### config.mk
export PLATFORM = sky130hd
export DESIGN_NAME = pipeline_hazard_ctrl_flat
export DESIGN_NICKNAME = d
export VERILOG_FILES = /design/src/rtl/pipeline_hazard_ctrl_if.sv /design/src/rtl/pipeline_hazard_ctrl.sv /design/src/flat_wrapper.sv
export SDC_FILE = /design/constraint.sdc
export NUM_CORES = 1
export LEC_CHECK = 0
export CORE_AREA = 4 4 50 52
export CTS_BUF_LIST = sky130_fd_sc_hd__clkbuf_8
export CTS_CLUSTER_DIAMETER = 40
export CTS_CLUSTER_SIZE = 24
export DETAILED_ROUTE_END_ITERATION = 16
export DIE_AREA = 0 0 54 56
export DONT_BUFFER_PORTS = 1
export GPL_TIMING_DRIVEN = 0
export MAX_ROUTING_LAYER = met4
export PLACE_DENSITY = 0.78
export SETUP_SLACK_MARGIN = 0.5
export SLEW_MARGIN = 20
export SYNTH_ARGS = -nofsm -noshare
export SYNTH_HDL_FRONTEND = slang
export SYNTH_SLANG_ARGS = --single-unit
### constraint.sdc
create_clock -name clk_i -period 2.4 [get_ports clk_i]
set_input_delay 0.36 -clock clk_i [delete_from_list [all_inputs] [get_ports clk_i]]
set_output_delay 0.36 -clock clk_i [all_outputs]
set_load 0.01 [all_outputs]
### src/rtl/pipeline_hazard_ctrl_if.sv
// pipeline_hazard_ctrl_if: hazard inputs from the pipeline and stall/flush controls back to it
interface pipeline_hazard_ctrl_if #(
    parameter int ADDR_W = 5,
    parameter int CNT_W  = 16
);
    logic              IDEX_MemRead_i;
    logic [ADDR_W-1:0] IDEX_RtAddr_i;
    logic [ADDR_W-1:0] IFID_RsAddr_i;
    logic [ADDR_W-1:0] IFID_RtAddr_i;
    logic              Branch_taken_i;
    logic              dmem_req_i;
    logic              dmem_ack_i;
    logic              PC_write_o;
    logic              IFID_write_o;
    logic              IDEX_bubble_o;
    logic              IFID_flush_o;
    logic              pipe_freeze_o;
    logic              timeout_o;
    logic [CNT_W-1:0]  stall_cnt_o;
    modport master (
        output IDEX_MemRead_i, IDEX_RtAddr_i, IFID_RsAddr_i, IFID_RtAddr_i,
               Branch_taken_i, dmem_req_i, dmem_ack_i,
        input  PC_write_o, IFID_write_o, IDEX_bubble_o, IFID_flush_o,
               pipe_freeze_o, timeout_o, stall_cnt_o
    );
    modport slave (
        input  IDEX_MemRead_i, IDEX_RtAddr_i, IFID_RsAddr_i, IFID_RtAddr_i,
               Branch_taken_i, dmem_req_i, dmem_ack_i,
        output PC_write_o, IFID_write_o, IDEX_bubble_o, IFID_flush_o,
               pipe_freeze_o, timeout_o, stall_cnt_o
    );
endinterface

### src/rtl/pipeline_hazard_ctrl.sv
// pipeline_hazard_ctrl: load-use bubble, branch flush, memory freeze and timeout halt sequencer
module pipeline_hazard_ctrl #(
    parameter int ADDR_W       = 5,
    parameter int CNT_W        = 16,
    parameter int MAX_MEM_WAIT = 15
) (
    input logic clk_i,
    input logic rst_i,
    pipeline_hazard_ctrl_if.slave hz
);
    localparam int WW = $clog2(MAX_MEM_WAIT + 1);
    typedef enum logic [1:0] {RUN, MEM_WAIT, HALT} state_e;
    state_e            state_q, state_d;
    logic [WW-1:0]     wait_cnt_q, wait_cnt_d;
    logic              timeout_q, timeout_d;
    logic [CNT_W-1:0]  stall_cnt_q, stall_cnt_d;
    logic              mem_busy, lu, freeze, bubble, stall;
    always_comb begin
        mem_busy = hz.dmem_req_i & ~hz.dmem_ack_i;
        lu = hz.IDEX_MemRead_i & (hz.IDEX_RtAddr_i != ADDR_W'(0)) &
             ((hz.IDEX_RtAddr_i == hz.IFID_RsAddr_i) | (hz.IDEX_RtAddr_i == hz.IFID_RtAddr_i));
        freeze = ~rst_i & ((state_q == HALT) | mem_busy);
        bubble = ~rst_i & ~freeze & lu;
        stall = freeze | bubble;
        hz.pipe_freeze_o = freeze;
        hz.IDEX_bubble_o = bubble;
        hz.PC_write_o = ~stall;
        hz.IFID_write_o = ~stall;
        hz.IFID_flush_o = ~rst_i & ~freeze & ~lu & hz.Branch_taken_i;
        hz.timeout_o = timeout_q;
        hz.stall_cnt_o = stall_cnt_q;
        state_d = state_q;
        wait_cnt_d = wait_cnt_q;
        timeout_d = timeout_q;
        stall_cnt_d = stall_cnt_q + CNT_W'(stall & ~&stall_cnt_q);
        if (state_q == RUN && mem_busy) begin
            state_d = MEM_WAIT;
            wait_cnt_d = WW'(1);
        end else if (state_q == MEM_WAIT) begin
            // a dropped request is handled exactly like an ack
            if (!mem_busy) begin
                state_d = RUN;
                wait_cnt_d = '0;
            end else if (wait_cnt_q == WW'(MAX_MEM_WAIT)) begin
                state_d = HALT;
                timeout_d = 1'b1;
            end else begin
                wait_cnt_d = wait_cnt_q + WW'(1);
            end
        end
    end
    always_ff @(posedge clk_i) begin
        if (rst_i) begin
            state_q <= RUN;
            wait_cnt_q <= '0;
            timeout_q <= 1'b0;
            stall_cnt_q <= '0;
        end else begin
            state_q <= state_d;
            wait_cnt_q <= wait_cnt_d;
            timeout_q <= timeout_d;
            stall_cnt_q <= stall_cnt_d;
        end
    end
endmodule
### src/flat_wrapper.sv
// flat-port wrapper written by rule: the top's interface ports become plain ports
module pipeline_hazard_ctrl_flat 
#(
    parameter int ADDR_W       = 5,
    parameter int CNT_W        = 16,
    parameter int MAX_MEM_WAIT = 15
)
  (clk_i, rst_i, hz_IDEX_MemRead_i, hz_IDEX_RtAddr_i, hz_IFID_RsAddr_i, hz_IFID_RtAddr_i, hz_Branch_taken_i, hz_dmem_req_i, hz_dmem_ack_i, hz_PC_write_o, hz_IFID_write_o, hz_IDEX_bubble_o, hz_IFID_flush_o, hz_pipe_freeze_o, hz_timeout_o, hz_stall_cnt_o);
  pipeline_hazard_ctrl_if #(.ADDR_W(ADDR_W), .CNT_W(CNT_W)) hz_i ();
  input logic clk_i;
  input logic rst_i;
  input wire logic [$bits(hz_i.IDEX_MemRead_i)-1:0] hz_IDEX_MemRead_i;
  input wire logic [$bits(hz_i.IDEX_RtAddr_i)-1:0] hz_IDEX_RtAddr_i;
  input wire logic [$bits(hz_i.IFID_RsAddr_i)-1:0] hz_IFID_RsAddr_i;
  input wire logic [$bits(hz_i.IFID_RtAddr_i)-1:0] hz_IFID_RtAddr_i;
  input wire logic [$bits(hz_i.Branch_taken_i)-1:0] hz_Branch_taken_i;
  input wire logic [$bits(hz_i.dmem_req_i)-1:0] hz_dmem_req_i;
  input wire logic [$bits(hz_i.dmem_ack_i)-1:0] hz_dmem_ack_i;
  output wire logic [$bits(hz_i.PC_write_o)-1:0] hz_PC_write_o;
  output wire logic [$bits(hz_i.IFID_write_o)-1:0] hz_IFID_write_o;
  output wire logic [$bits(hz_i.IDEX_bubble_o)-1:0] hz_IDEX_bubble_o;
  output wire logic [$bits(hz_i.IFID_flush_o)-1:0] hz_IFID_flush_o;
  output wire logic [$bits(hz_i.pipe_freeze_o)-1:0] hz_pipe_freeze_o;
  output wire logic [$bits(hz_i.timeout_o)-1:0] hz_timeout_o;
  output wire logic [$bits(hz_i.stall_cnt_o)-1:0] hz_stall_cnt_o;
  assign hz_i.IDEX_MemRead_i = hz_IDEX_MemRead_i;
  assign hz_i.IDEX_RtAddr_i = hz_IDEX_RtAddr_i;
  assign hz_i.IFID_RsAddr_i = hz_IFID_RsAddr_i;
  assign hz_i.IFID_RtAddr_i = hz_IFID_RtAddr_i;
  assign hz_i.Branch_taken_i = hz_Branch_taken_i;
  assign hz_i.dmem_req_i = hz_dmem_req_i;
  assign hz_i.dmem_ack_i = hz_dmem_ack_i;
  assign hz_PC_write_o = hz_i.PC_write_o;
  assign hz_IFID_write_o = hz_i.IFID_write_o;
  assign hz_IDEX_bubble_o = hz_i.IDEX_bubble_o;
  assign hz_IFID_flush_o = hz_i.IFID_flush_o;
  assign hz_pipe_freeze_o = hz_i.pipe_freeze_o;
  assign hz_timeout_o = hz_i.timeout_o;
  assign hz_stall_cnt_o = hz_i.stall_cnt_o;
  pipeline_hazard_ctrl #(.ADDR_W(ADDR_W), .CNT_W(CNT_W), .MAX_MEM_WAIT(MAX_MEM_WAIT)) u_core (.clk_i(clk_i), .rst_i(rst_i), .hz(hz_i));
endmodule
==> qor.yml <==
run_status:
  status: "finished clean"
routing:
  dr.pass1.iters: 4
  routedWlPerCell_um: 18.22
  final_antenna_net_count: 0
  vias: 1222
  drt_wl_total_um: 3572
  drcViolationCount: 0
  vias_per_cell: 6.235
  first_iter_violations: 32
timing:
  post-route-period-util: 0.9822
  tightest_slew_ns: 0.3967
  period_minus_slack_ns: 2.357
  hold_violations: 0
  max_freq_mhz: 424.2
  setup_viol: 0
  rsz0062_at_grt: "true"
  relSlewSlack: 0.7350
  slew_violations: 0
  holdWs_ns: 0.4893
  skew_ns: 0.002153
logic_synthesis:
  synthMuxAreaShare: 0
  synth_xor_xnor_area_share: 0.1662
  syn_nets: 173
  synth_top_family_by_area: "simple AND/OR/NAND/NOR gates"
  synthTopCellsByCount: "23 x dfxtp_1, 22 x nor2_1, 17 x xor2_1"
  yosys_register_bits: 23
  synth_cell_types: 38
  ys_warn_count: 0
  synth_top_area_frac: 0.3640
  synth_ff_type: "dfxtp_1"
  synth_top_area_cell: "dfxtp_1"
  syn_inst: 149
  synth-edff-count: 0
  synthSimpleGateAreaFrac: 0.2829
  synthTopCellsByArea: "dfxtp_1 36%, xor2_1 12%, nor2_1 6.5%"
  synth_compound_area_frac: 0.1177
  ys_seq_area_frac: 0.3640
  async_reset_ff_frac: 0
  yosysMostFrequentCell: "dfxtp_1"
  syn_area_per_cell_sq_um: 8.490
  synth_area_sq_um: 1265
  synth_fa_ha_area_frac: 0.02967
global_routing:
  use_met3: 0.05094
  top_usage_layer: "met2"
  grt.total_usage: 0.2175
  first_global_vias: 1103
  antenna_found_initial: 0
  grt_use_met2: 0.3495
  grt_pass1_wl_um: 4968
  grt_start_max_net_pins: 14
  grtUsageMet1: 0.2669
  overflow: 0
final_layout:
  layout.nets: 193
  syn_to_final_growth_pct: 30.56
  layout-drive-gt1-share: 0.3869
  fin_area_sq_um: 1652
  n_fill_cell: 134
  antenna_cells: 0
clock_tree:
  cts_root_buf: "clkbuf_8"
  clockBufferDepth: 2
  htree_levels: 1
  clk-insertion-delay-late_ns: 0.26
  cts_buffers: 3
  clk_pin_slew_ns: 0.09
  clock_sinks: 23
  tritoncts: "yes"
  hold_buffers: 0
worst_setup_path:
  required_ns: 2.55
  cp_slowest_cell: "dfxtp_2"
  worstReg2RegEnd: "u_core.hz.stall_cnt_o[8]$_SDFF_PP0_"
  start_kind: "register"
  cp.depth: 12
  cp.buffers_inverters: 2
  crit_chain: "and4_4, and3_4, a221o_1, a21oi_2, ha_2, buf_6, ha_4, nand2_4, buf_4, nor3_2, xnor2_1, nor2_1"
  critPathKind: "reg -> reg"
  end_kind: "register"
  worstPathMaxFanout: 4
  reg2reg_from: "u_core.hz.stall_cnt_o[9]$_SDFF_PP0_"
  critPathMaxStageDelay_ns: 0.37
  path_delay_family: "simple AND/OR/NAND/NOR gates"
  reg2reg_depth: 12
  reg2reg_slack_ns: 0.04
  crit_arrival_ns: 2.51
pwr:
  power_density_nw_per_um2: 416.4
  switchingPower_mw: 0.1664
  p_clk_frac: 0.356
  ir_worst_vdd_mv: 0.3054
  swShare: 0.2420
  p_seq_frac: 0.557
  p_int_mw: 0.5213
  combPwrFrac: 0.087
  leakagePower_nw: 0.6346
place:
  place_congestion: 0.7727
  place_area_sq_um: 1345
  port_buffers: 0
  dpl.hpwl_um: 2007
floorplanning:
  dieHeight_um: 56
  fp.dieW_um: 54
  top_level_ports: 43
  start_util: 0.6007
  rows: 17
  dieArea_sq_um: 3024
  core_sq_um: 2106
hold_path:
  hp-start: "hz_dmem_req_i"
  hold_class: "in -> reg"
  holdPathStages: 4
  worstHoldEndpoint: "u_core.hz.timeout_o$_SDFFE_PP0P_"
job:
  maxCapViolations: 0
-- placed cells by master, fill, tap and decap left out, drive strengths merged, types with 2 or more instances in the layout --
master  count
o211ai      2
nand4       5
ha          3
nand2       5
nor3        6
nand2b      2
and3        5
nor2       22
o21ai       5
xnor2       7
buf        19
xor2       17
and4        2
nand3      10
or3         3
dfxtp      23
nor2b       5
a21oi       9
clkbuf      4
-- through the flow --
| stage | setup TNS (ns) | setup WS [ns] | std cells | utilization | total power [mW] |
|---|---|---|---|---|---|
| after floorplan | 0 | 0.2587 | 149 | - | 0.4466 |
| after global routing | -0.07105 | -0.04093 | 196 | 0.7843 | 0.7208 |
| after global placement | 0 | 0.1127 | 177 | 0.6387 | 0.4534 |
| after detailed placement | 0 | 0.06501 | 177 | 0.6387 | 0.4557 |
| final | 0 | 0.04263 | 196 | 0.7843 | 0.6877 |
| after CTS | 0 | 0.1245 | 189 | 0.7237 | 0.6907 |
-- how the worst max path moves through the flow --
stage                                      endpoint                            startpoint  slack, ns
2_1_floorplan  u_core.hz.stall_cnt_o[13]$_SDFF_PP0_                         hz_dmem_req_i       0.26
3_3_place_gp   u_core.hz.stall_cnt_o[12]$_SDFF_PP0_  u_core.hz.stall_cnt_o[13]$_SDFF_PP0_       0.11
3_5_place_dp   u_core.hz.stall_cnt_o[12]$_SDFF_PP0_        u_core.state_q[1]$_SDFFE_PP0P_       0.07
4_1_cts        u_core.hz.stall_cnt_o[13]$_SDFF_PP0_  u_core.hz.stall_cnt_o[12]$_SDFF_PP0_       0.12
5_1_grt         u_core.hz.stall_cnt_o[8]$_SDFF_PP0_   u_core.hz.stall_cnt_o[9]$_SDFF_PP0_      -0.04
6_report        u_core.hz.stall_cnt_o[8]$_SDFF_PP0_   u_core.hz.stall_cnt_o[9]$_SDFF_PP0_       0.04
-- power groups by stage --
stage               Sequential [mW]  Clock [mW]  Combinational [mW]
global route                  0.384       0.270              0.0665
finish                        0.383       0.245              0.0596
global placement              0.399           0              0.0543
floorplan                     0.398           0              0.0486
CTS                           0.388       0.244              0.0578
detailed placement            0.399           0              0.0563
-- worst reg2reg max path, stage by stage (launching register included) --
cell and delay, ns:
dfxtp_2 0.37, and4_4 0.21, and3_4 0.18, a221o_1 0.31, a21oi_2 0.13, ha_2 0.20, buf_6 0.10, ha_4 0.16
nand2_4 0.07, buf_4 0.15, nor3_2 0.14, xnor2_1 0.15, nor2_1 0.08
-- flip-flops by register name (all words and copies together) (netlist names) --
| signal | cells |
|---|---|
| u_core.wait_cnt_q | 4 |
| u_core.hz.stall_cnt_o | 16 |
| u_core.state_q | 2 |
| u_core.hz.timeout_o | 1 |
-- cell families (layout without fill, tap and decap cells) --
group,Yosys count,count (layout)
adder cells (fa/ha/maj),3,3
flip-flops,23,23
XOR/XNOR,24,24
AO/OA/AOI/OAI,23,23
AND/OR/NAND/NOR,69,69
buffers and inverters,7,26
-- timing repair --
item                                    4_1_cts  5_1_grt
endpoints found under the setup margin       16       16
pin swaps                                    11       10
resized for setup                            16       23
buffers inserted                              8        7
-- layout make-up --
| type | instances | area [sq um] | area share |
|---|---|---|---|
| Inverter | 1 | 3.754 | 0.002273 |
| Multi-Input combinational cell | 119 | 885.9 | 0.5364 |
| Clock inverter | 1 | 5.005 | 0.003030 |
| Sequential cell | 23 | 495.5 | 0.3000 |
| Tap cell | 28 | 35.03 | 0.02121 |
| Timing Repair Buffer | 15 | 131.4 | 0.07955 |
| Buffer | 6 | 53.80 | 0.03258 |
| Clock buffer | 3 | 41.29 | 0.02500 |
-- routing by layer --
layer / routed length [um] / vias up
li1: - / 566
met1: 1277 / 575
met2: 1881 / 67
met3: 293 / 14
met4: 119 / 0
met5: 0 / -
Power figures use the tool's default switching activity.
